## config.mk

```make
export PLATFORM = sky130hd
export DESIGN_NAME = type_stack
export DESIGN_NICKNAME = d
export VERILOG_FILES = /design/src/rtl/block_nest_checker_type_stack.sv
export SDC_FILE = /design/constraint.sdc
export NUM_CORES = 1
export LEC_CHECK = 0
export CORE_UTILIZATION = 58
export DETAILED_ROUTE_END_ITERATION = 8
export MAX_ROUTING_LAYER = met4
export PLACE_DENSITY = 0.79
export SLEW_MARGIN = 10
export SYNTH_ARGS = -nofsm -noshare
export SYNTH_HDL_FRONTEND = slang
export SYNTH_SLANG_ARGS = --single-unit
```

## constraint.sdc

```tcl
create_clock -name clk -period 3.17 [get_ports clk]
set_clock_uncertainty 0.05 [all_clocks]
set_input_delay 0.951 -clock clk [delete_from_list [all_inputs] [get_ports clk]]
set_output_delay 0.951 -clock clk [all_outputs]
set_load 0.02 [all_outputs]
```

## src/rtl/block_nest_checker_type_stack.sv

```systemverilog
// type_stack: 1-bit-wide LIFO recording the type of each open block
// (0 = begin, 1 = case).
// Ports:
//   clk, reset     clock and synchronous active-high reset (empties the stack)
//   push, pop, din push din / pop top; push on full and pop on empty are ignored
//   top            type of the top entry (0 when empty)
//   count          number of stored entries
//   empty, full    count == 0 / count == DEPTH
module type_stack #(
    parameter int DEPTH = 16,
    parameter int PTR_W = 5
) (
    input  logic             clk,
    input  logic             reset,
    input  logic             push,
    input  logic             pop,
    input  logic             din,
    output logic             top,
    output logic [PTR_W-1:0] count,
    output logic             empty,
    output logic             full
);

    // Sized to the full pointer range so count can index it directly;
    // entries at or above DEPTH are never written.
    logic mem [0:(2**PTR_W)-1];

    assign empty = (count == '0);
    assign full  = (count == PTR_W'(DEPTH));
    assign top   = empty ? 1'b0 : mem[count - PTR_W'(1)];

    always_ff @(posedge clk) begin
        if (reset) begin
            count <= '0;
        end else if (push && !full) begin
            count <= count + PTR_W'(1);
        end else if (pop && !empty) begin
            count <= count - PTR_W'(1);
        end
    end

    always_ff @(posedge clk) begin
        if (!reset && push && !full)
            mem[count] <= din;
    end

endmodule

```

==> flow_metrics.tcl <==
set metrics [dict create \
    status "finished clean" \
    wl_per_cell_um 16.20 \
    synth-seq-cells 37 \
    synth_ff_type "edfxtp_1" \
    end_kind "output pin" \
    drv_slew 0 \
    dieHeight_um 59.40 \
    place_congestion 0.8328 \
    postRouteAntennaNets 0 \
    start_kind "flip-flop" \
    drc 0 \
    tns_ps 0 \
    cts_buffers 5 \
    regArea_um2 1061 \
    via_count 1422 \
    multi_input_area_um2 820.8 \
    syn-instance-count 172 \
    fp.dieW_um 59.40 \
    wl_um 4001 \
    yosysSeqAreaShare_pct 55.53 \
    arrival_ps 2110 \
    grt_first_pass_wirelength_um 6472 \
    antenna_found_initial 0 \
    setup_viol 0 \
    area_delta_synth_final_pct 20.37 \
    htreeDepth 2 \
    hold_viol 0 \
    grt_setup_unrepaired "true" \
    timing.final.crit_share_pct 98.22 \
    layout-drive-gt1-share_pct 18.23 \
    final.setup.worst_slack_ps 56.46 \
    first_pass_iters 4 \
    grt_usage_pct 27.17 \
    min_period_ps 3114 \
    fin_nets 213 \
    total_power_w 0.002223 \
    grt_pass1_vias 1371 \
    grt_max_degree 33 \
    n_antenna_cell 0 \
    via_per_inst 5.757 \
    ioPinCount 13 \
    max_stage_delay_ps 350 \
    max_cap_viol_count 0 \
    cts_root_buf "clkbuf_4" \
    portBuffers 12 \
    dpl_worst_slack_ps -85.26 \
    initial_core_util_pct 62.07 \
    crit_slowest_cell "dfxtp_1" \
    dp.cells 240 \
    path_cells "inv_2, ha_2, xnor2_2, and2_1, a221o_1, nor3_1, a31oi_1, nand3_1, buf_2" \
    synth_cell_types 39 \
    hold_buffers 0 \
    clk_pin_slew_ps 100 \
    core_um2 3078 \
    rrSetupSlack_ps 900 \
    overflow 0 \
    drt_iter0_markers 63 \
    clock_sink_count 37 \
    p_per_area_nw_per_um2 966.7 \
    final.fill_count 207 \
    insertion_delay_ps 340 \
    instances_no_fill 247 \
    p_leak_nw 0.8417 \
    hpwl_um 2766 \
    synth_area_um2 1911 \
    synth_fp_nets 182 \
    rows 20 \
    crit_required_ps 2170 \
    worstSetupPathType "flip-flop to output pin" \
    hold_class "flip-flop to flip-flop" \
    path_max_fanout 4 \
    die-area_um2 3528 \
    clock.fmax_mhz 321.2 \
    syn_avg_cell_area_um2 11.11 \
    ir_worst_vdd_mv 0.6974 \
    cts_tree "built" \
    cts.path.max_buffers 2 \
    yosys_warnings 0 \
    synth_edf_count 32 \
    async_flop_share_pct 0 \
]
[per-stage QoR]
| step | hold WS [ps] | util (%) | instance area, um^2 |
|---|---|---|---|
| 4_1_cts | 658.6 | 74.55 | 2295 |
| 3_5_place_dp | 616.1 | 71.63 | 2205 |
| 3_3_place_gp | 588.6 | 71.63 | 2205 |
| 5_1_grt | 737.6 | 74.72 | 2300 |
| 6_report | 658.5 | 74.72 | 2300 |
| 2_1_floorplan | 706.7 | - | 1911 |
[timing repair]
action,CTS,global route
resized for setup,9,3
endpoints found under the setup margin,3,3
gates cloned,0,0
endpoints found under the hold margin,0,0
setup buffers,0,0
[Yosys cell counts (4+ instances only)]
master    count  share of area (%)
a21oi_1       4                1.0
a22oi_1       5                2.0
clkbuf_1      4               0.79
dfxtp_1       5                5.2
edfxtp_1     32                 50
ha_1          5                3.3
inv_1         4               0.79
mux2i_1      16                8.4
nand2_1       7                1.4
nand3b_1      4                1.6
nor2_1       44                8.6
xnor2_1       5                2.3
[cell type report]
class                   count  share of cell area (%)
clock buffers               5                   1.632
clock inverters             2                   1.523
inverters                   4                  0.6529
multi-input cells         124                   35.69
flip-flops and latches     37                   46.14
well taps                  44                   2.394
repair buffers             31                   11.97
[path summary, 6_finish.rpt]
| check | depth (start not counted) | start | endpoint |
|---|---|---|---|
| setup / recovery | 9 | count[0]$_SDFFE_PP0P_ | top |
| hold / removal | 3 | count[1]$_SDFFE_PP0P_ | count[1]$_SDFFE_PP0P_ |
| setup reg to reg | 7 | count[3]$_SDFFE_PP0P_ | mem[6]$_DFFE_PP_ |
| hold reg to reg | 3 | count[1]$_SDFFE_PP0P_ | count[1]$_SDFFE_PP0P_ |
[worst max-delay path: cells and delay by family, from the launching register on]
kind	cells	cell delay, ps
AO/OA/AOI/OAI	2	370
XOR/XNOR	1	150
adder cells (fa/ha/maj)	1	210
buffers and inverters	2	230
flip-flops	1	350
AND/OR/NAND/NOR	3	450
[layout by cell type, fill, tap and decap left out, drive strengths merged, types with 2 or more instances in the layout]
master and n:
nor2 44, clkbuf 5, and2 3, mux2i 16
nand2 7, dfxtp 5, ha 5, clkdlybuf4s50 9
nand3 2, a22oi 5, or3b 4, nand4 2
a21oi 4, xnor2 5, nand3b 4, a31oi 2
inv 4, edfxtp 32, a221oi 2, nor3 3
buf 20, dlymetal6s2s 2
[power breakdown]
group          switching (W)  internal [W]
registers          0.0000343      0.000562
logic               0.000684      0.000632
clock network       0.000151      0.000161
[cells by family (layout without fill, tap and decap cells)]
kind of cell,after synthesis,in the layout,synth area share (%)
multiplexers,17,17,8.972
other,1,1,0.1963
XOR/XNOR,5,5,2.292
flip-flops,37,37,55.53
adder cells (fa/ha/maj),5,5,3.274
buffers and inverters,11,42,2.685
AND/OR/NAND/NOR,75,75,18.73
AO/OA/AOI/OAI,21,21,8.318
[routing by layer]
layer  up-vias  GRT usage [%]  part of all wire [%]
met1       664          32.75                    42
met2        57          41.73                    48
met3        16          6.987                   6.2
met4         0          14.63                   3.4
met5         -              -                     0
li1        685              -                     -
[flip-flops by register name, summed over array words and instances (netlist names)]
| signal | cells |
|---|---|
| count | 5 |
| mem | 32 |
Power figures use the tool's default switching activity.
